`config.mk`:
```
export PLATFORM = sky130hd
export DESIGN_NAME = wildcat_uart_rx
export DESIGN_NICKNAME = d
export VERILOG_FILES = /design/src/rtl/wildcat_uart_rx.sv
export SDC_FILE = /design/constraint.sdc
export NUM_CORES = 1
export LEC_CHECK = 0
export BUFFER_PORTS_ARGS = -buffer_cell sky130_fd_sc_hd__buf_2
export CAP_MARGIN = 30
export CORE_MARGIN = 2
export CORE_UTILIZATION = 50
export CTS_BUF_LIST = sky130_fd_sc_hd__clkbuf_16
export DETAILED_ROUTE_END_ITERATION = 8
export GPL_TIMING_DRIVEN = 0
export PLACE_DENSITY_LB_ADDON = 0.15
export SETUP_SLACK_MARGIN = 0.3
export SLEW_MARGIN = 20
export SYNTH_ARGS = -nofsm -noshare
export SYNTH_HDL_FRONTEND = slang
export SYNTH_SLANG_ARGS = --single-unit
```
`constraint.sdc`:
```
create_clock -name clock -period 5.2 [get_ports clock]
set_input_delay 0.78 -clock clock [delete_from_list [all_inputs] [get_ports clock]]
set_output_delay 0.78 -clock clock [all_outputs]
set_load 0.03 [all_outputs]
```
`src/rtl/wildcat_uart_rx.sv`:
```
// UART receive front end: 2-flop synchroniser, 8N1 deserialiser, 2-entry ready/valid byte buffer.
// Latency: pin fall to io_out_valid is 3 + DIV/2 + 9*DIV cycles (+DIV when UART_RX_PARITY_EN is defined).
// Backpressure: io_out_ready low holds the head byte; a good byte arriving with the buffer full is dropped and pulses io_overrun.
module wildcat_uart_rx #(
    parameter int FREQ_HZ = 50000000,
    parameter int BAUD    = 115200
) (
    input  logic       clock,
    input  logic       reset,
    input  logic       io_rx,
    output logic [7:0] io_out_bits,
    output logic       io_out_valid,
    input  logic       io_out_ready,
    output logic       io_frame_err,
    output logic       io_overrun
);

    localparam int DIV = FREQ_HZ / BAUD;
    localparam int CW  = $clog2(DIV) + 1;
    localparam logic [CW-1:0] HALF_LD = CW'(DIV / 2 - 1);
    localparam logic [CW-1:0] FULL_LD = CW'(DIV - 1);

    typedef enum logic [2:0] {
        S_IDLE, S_START, S_DATA, S_PARITY, S_STOP, S_WAIT_HIGH
    } state_t;

    logic          sync1_q, sync2_q;
    logic          rxs;
    state_t        state_q, state_d;
    logic [CW-1:0] cnt_q, cnt_d;
    logic [2:0]    bit_q, bit_d;
    logic [7:0]    shift_q, shift_d;
    logic          expired;
    logic          push_req, ferr_set;
    logic [7:0]    head_q, head_d, tail_q, tail_d;
    logic [1:0]    bcnt_q, bcnt_d;
    logic          valid_q, ovr_q, ovr_d, ferr_q;
    logic          pop;
`ifdef UART_RX_PARITY_EN
    logic          par_err_q, par_err_d;
`endif

    assign rxs     = sync2_q;
    assign expired = (cnt_q == '0);
    assign pop     = valid_q && io_out_ready;

    // Synchronise the asynchronous pin; idle-high reset avoids a false start bit.
    always_ff @(posedge clock or posedge reset) begin
        if (reset) begin
            sync1_q <= 1'b1;
            sync2_q <= 1'b1;
        end else begin
            sync1_q <= io_rx;
            sync2_q <= sync1_q;
        end
    end

    // Frame FSM state and bit-timing datapath registers.
    always_ff @(posedge clock or posedge reset) begin
        if (reset) begin
            state_q   <= S_IDLE;
            cnt_q     <= '0;
            bit_q     <= '0;
            shift_q   <= '0;
`ifdef UART_RX_PARITY_EN
            par_err_q <= 1'b0;
`endif
        end else begin
            state_q   <= state_d;
            cnt_q     <= cnt_d;
            bit_q     <= bit_d;
            shift_q   <= shift_d;
`ifdef UART_RX_PARITY_EN
            par_err_q <= par_err_d;
`endif
        end
    end

    // Next state: count down to the mid-bit sample point, then act on the sampled level.
    always_comb begin
        state_d   = state_q;
        cnt_d     = cnt_q;
        bit_d     = bit_q;
        shift_d   = shift_q;
`ifdef UART_RX_PARITY_EN
        par_err_d = par_err_q;
`endif
        case (state_q)
            S_IDLE: begin
                if (!rxs) begin
                    state_d = S_START;
                    cnt_d   = HALF_LD;
                end
            end
            S_START: begin
                if (!expired) begin
                    cnt_d = cnt_q - 1'b1;
                end else if (!rxs) begin
                    state_d = S_DATA;
                    cnt_d   = FULL_LD;
                    bit_d   = '0;
                end else begin
                    // Line went back high before mid start bit: treat as a glitch.
                    state_d = S_IDLE;
                end
            end
            S_DATA: begin
                if (!expired) begin
                    cnt_d = cnt_q - 1'b1;
                end else begin
                    shift_d = {rxs, shift_q[7:1]};
                    cnt_d   = FULL_LD;
                    bit_d   = bit_q + 1'b1;
                    if (bit_q == 3'd7) begin
`ifdef UART_RX_PARITY_EN
                        state_d = S_PARITY;
`else
                        state_d = S_STOP;
`endif
                    end
                end
            end
`ifdef UART_RX_PARITY_EN
            S_PARITY: begin
                if (!expired) begin
                    cnt_d = cnt_q - 1'b1;
                end else begin
                    // Even parity: data bits plus parity bit must contain an even number of ones.
                    par_err_d = ^{shift_q, rxs};
                    cnt_d     = FULL_LD;
                    state_d   = S_STOP;
                end
            end
`endif
            S_STOP: begin
                if (!expired) begin
                    cnt_d = cnt_q - 1'b1;
                end else begin
                    state_d = rxs ? S_IDLE : S_WAIT_HIGH;
                end
            end
            S_WAIT_HIGH: begin
                // A held-low line (break) must not start a new frame.
                if (rxs) begin
                    state_d = S_IDLE;
                end
            end
            default: state_d = S_IDLE;
        endcase
    end

    // FSM outputs: at the stop sample either deliver the byte or flag exactly one framing error.
    always_comb begin
        push_req = 1'b0;
        ferr_set = 1'b0;
        if (state_q == S_STOP && expired) begin
            if (!rxs) begin
                ferr_set = 1'b1;
            end else begin
`ifdef UART_RX_PARITY_EN
                ferr_set = par_err_q;
                push_req = !par_err_q;
`else
                push_req = 1'b1;
`endif
            end
        end
    end

    // Two-entry buffer: head feeds the port directly and keeps its value when emptied.
    always_comb begin
        head_d = head_q;
        tail_d = tail_q;
        bcnt_d = bcnt_q;
        ovr_d  = 1'b0;
        case (bcnt_q)
            2'd0: begin
                if (push_req) begin
                    head_d = shift_q;
                    bcnt_d = 2'd1;
                end
            end
            2'd1: begin
                if (push_req && pop) begin
                    head_d = shift_q;
                end else if (pop) begin
                    bcnt_d = 2'd0;
                end else if (push_req) begin
                    tail_d = shift_q;
                    bcnt_d = 2'd2;
                end
            end
            default: begin
                if (pop) begin
                    head_d = tail_q;
                    if (push_req) begin
                        tail_d = shift_q;
                    end else begin
                        bcnt_d = 2'd1;
                    end
                end else if (push_req) begin
                    ovr_d = 1'b1;
                end
            end
        endcase
    end

    // Buffer and flag registers so every output comes straight from a flop.
    always_ff @(posedge clock or posedge reset) begin
        if (reset) begin
            head_q  <= '0;
            tail_q  <= '0;
            bcnt_q  <= '0;
            valid_q <= 1'b0;
            ovr_q   <= 1'b0;
            ferr_q  <= 1'b0;
        end else begin
            head_q  <= head_d;
            tail_q  <= tail_d;
            bcnt_q  <= bcnt_d;
            valid_q <= (bcnt_d != 2'd0);
            ovr_q   <= ovr_d;
            ferr_q  <= ferr_set;
        end
    end

    assign io_out_bits  = head_q;
    assign io_out_valid = valid_q;
    assign io_frame_err = ferr_q;
    assign io_overrun   = ovr_q;

endmodule

```
==> flow_metrics.py <==
metrics = {
    "layout": {
        "layout_commonest_cell": "dfrtp_1",
        "area_delta_synth_final_pct": 14.3,
        "fill_cells": 420,
        "drive_gt1_share_pct": 31.7,
        "final_core_util_pct": 59.7,
        "diodes": 0,
        "final_cell_mix": "dfrtp_1 (45), mux2_2 (27), nand2_1 (25), buf_2 (17), a21oi_1 (11)",
        "nets": 248,
        "layout.cells.non_filler": 307,
        "design_area_sq_um": 2840,
    },
    "setup_path": {
        "cp_slowest_cell": "nor3b_2",
        "cp-end-kind": "flip-flop",
        "path_cells": "nor3b_2, nand2_1, nor4b_4, mux2_2",
        "cp_data_required_time_ns": 5.36,
        "worstSetupPathType": "reg -> reg",
        "max_stage_delay_ns": 0.69,
        "critPathArrivalTime_ns": 2.55,
        "cp_max_fo": 10,
        "startpoint_type": "flip-flop",
        "crit_buf_inv": 0,
        "crit_family": "simple AND/OR/NAND/NOR gates",
    },
    "route": {
        "drc_errors": 0,
        "drt_iter0_drc": 93,
        "avgViaCountPerCell": 5.60,
        "vias": 1720,
        "ant_nets": 0,
        "dr.pass1.iters": 4,
        "wl_per_cell_um": 14.6,
        "drt-total-wl_um": 4470,
    },
    "sta": {
        "fmax_ghz": 0.418,
        "setup_ws_ns": 2.81,
        "finalMaxSlewViolations": 0,
        "setup_viol": 0,
        "hold_slack_ns": 0.356,
        "max_slew_margin_pct": 46.0,
        "finClkSkew_ns": 0.00539,
        "rsz0062_at_grt": "no",
        "setup-tns-final_ns": 0,
        "hold_viol_final": 0,
        "fin_crit_ns": 2.39,
        "min_period_over_period_pct": 46.0,
        "tightest_slew_ns": 0.807,
    },
    "floorplanning": {
        "ios": 15,
        "core_sq_um": 4750,
        "initial_utilization_pct": 52.2,
        "die_h_um": 74.5,
        "die_area_sq_um": 5540,
        "die_x_um": 74.5,
        "placementRows": 25,
    },
    "yosys": {
        "synth.avg_cell_area_sq_um": 11.5,
        "synth_top_family_by_area": "simple AND/OR/NAND/NOR gates",
        "synth_area_sq_um": 2480,
        "ys_ff_latch": 47,
        "synth_compound_area_share_pct": 13.0,
        "yosysSeqAreaShare_pct": 47.5,
        "yosysUniqueCellTypes": 46,
        "synthAdderAreaFrac_pct": 2.52,
        "synth_xor_area_share_pct": 0,
        "muxShareOfSynthArea_pct": 17.1,
        "synth_flop_cell": "dfrtp_1",
        "synth-simple-area-share_pct": 17.1,
        "syn_nets": 225,
        "yosysWarnings": 0,
        "synthCells": 216,
        "synth_edf_count": 0,
        "async_flop_share_pct": 100,
    },
    "grt": {
        "grt.total_usage_pct": 18.5,
        "grt_pass1_wl_um": 7800,
        "globalRouteOverflowTotal": 0,
        "met1_usage_pct": 27.8,
        "grt_pass1_vias": 1604,
        "gr-usage-met3_pct": 4.20,
        "busiest_layer": "met1",
        "antenna_found_initial": 0,
        "met2_usage_pct": 26.8,
        "grt_max_degree": 26,
    },
    "clock_tree": {
        "cts_inserted_buffers": 5,
        "hold_buffers": 0,
        "htree_levels": 2,
        "cts_setup_buffers": 0,
        "path_clk_slew_ns": 0.06,
        "clock_path_buffers": 2,
        "cts_resized": 0,
        "clkLatencyLatePin_ns": 0.28,
        "cts_tree": "yes",
        "clock-sinks": 47,
        "cts_root_buf": "clkbuf_16",
    },
    "power_and_ir_drop": {
        "swShare_pct": 19.8,
        "power_mw": 0.754,
        "switchingPower_mw": 0.149,
        "pwr-share-seq_pct": 49.1,
        "p_comb_share_pct": 3.4,
        "p_leak_nw": 1.37,
        "p_int_mw": 0.605,
        "power_frac_clock_pct": 47.6,
        "p_per_area_nw_per_um2": 266,
        "vdd_ir_drop_max_v": 0.000304,
    },
    "place": {
        "dpl_worst_slack_ns": 2.79,
        "dpl-instance-area_sq_um": 2660,
        "portBuffers": 14,
        "gp_congestion": 0.789,
        "dp_cells": 298,
        "dp_hpwl_um": 3090,
    },
    "run_status": {
        "outcome": "finished clean",
    },
    "run": {
        "cap_viol_max_count": 0,
    },
    "min_path": {
        "hold_class": "reg -> reg",
    },
}
==> cell families (layout without fill, tap and decap cells) <==
| family | after synthesis | after routing |
|---|---|---|
| adder cells (fa/ha/maj) | 5 | 5 |
| AND/OR/NAND/NOR | 67 | 67 |
| multiplexers | 35 | 35 |
| flip-flops | 47 | 47 |
| AO/OA/AOI/OAI | 46 | 46 |
| buffers and inverters | 16 | 40 |
==> cell type report <==
class	count	area (sq um)	area share, %
clock buffer	5	125	4.41
buffer	10	48.8	1.72
tap	67	83.8	2.96
timing repair buffer	16	103	3.62
sequential	47	1180	41.6
inverter	6	22.5	0.794
clock inverter	3	42.5	1.50
multi-input combinational	153	1230	43.4
==> synthesized netlist by cell type, types with 2 or more instances <==
cell      instances  area share [%]
o21a_1            3            0.91
mux2_2           27              12
nor4_4            2             1.7
o22ai_1           3            0.76
a31oi_1           3            0.76
dfstp_2           2             2.1
o31ai_1           4             1.2
buf_4             2            0.60
nor4b_1           2            0.71
o21ai_0           9             1.8
nand3_1           5             1.0
o2bb2a_1          2            0.81
dfrtp_1          45              45
o31a_1            2            0.71
a21oi_1          11             2.2
clkbuf_1          5            0.76
mux2_4            8             4.8
inv_1             6            0.91
nand2_1          25             3.8
ha_1              5             2.5
nor3_1            5             1.0
and3_1            4             1.0
nor2_1            8             1.2
o22a_1            2            0.71
nand2b_1          3            0.76
buf_2             3            0.60
==> sequential cells by signal (all words and copies together) (netlist names), 2 cells and up <==
| register | flops |
|---|---|
| bcnt_q | 2 |
| bit_q | 3 |
| cnt_q | 10 |
| io_out_bits | 8 |
| shift_q | 8 |
| state_q | 3 |
| tail_q | 8 |
==> layer usage <==
layer,share of wire [%],vias up
li1,-,840
met1,50,840
met2,45,38
met3,4.1,2
met4,0.49,0
met5,0,-
==> power by group through the flow <==
stage | Combinational, mW | Clock (mW) | Sequential [mW]
floorplan | 0.0165 | 0 | 0.378
global placement | 0.0233 | 0 | 0.377
detailed placement | 0.0262 | 0 | 0.377
CTS | 0.0263 | 0.369 | 0.370
global route | 0.0289 | 0.384 | 0.370
finish | 0.0253 | 0.359 | 0.370
==> worst reg2reg max path, cell delays in order, from the launching register on <==
cell and delay (ns):
dfrtp_1 0.41, nor3b_2 0.69, nand2_1 0.20, nor4b_4 0.57
mux2_2 0.41
==> final timing paths <==
kind                                        start               endpoint  slack (ns)  cells past startpoint
min                             sync1_q$_DFF_PP1_          rxs$_DFF_PP1_        0.36                      0
max in group asynchronous                   reset   cnt_q[8]$_DFFE_PP0P_        4.14                      3
min reg2reg                     sync1_q$_DFF_PP1_          rxs$_DFF_PP1_        0.36                      0
min in group asynchronous                   reset   bit_q[0]$_DFFE_PP0P_        0.55                      2
max reg2reg                state_q[0]$_DFFE_PP0P_  tail_q[6]$_DFFE_PP0P_        2.81                      4
max                        state_q[0]$_DFFE_PP0P_  tail_q[6]$_DFFE_PP0P_        2.81                      4
Note: power is estimated with default switching activity, not from simulation.
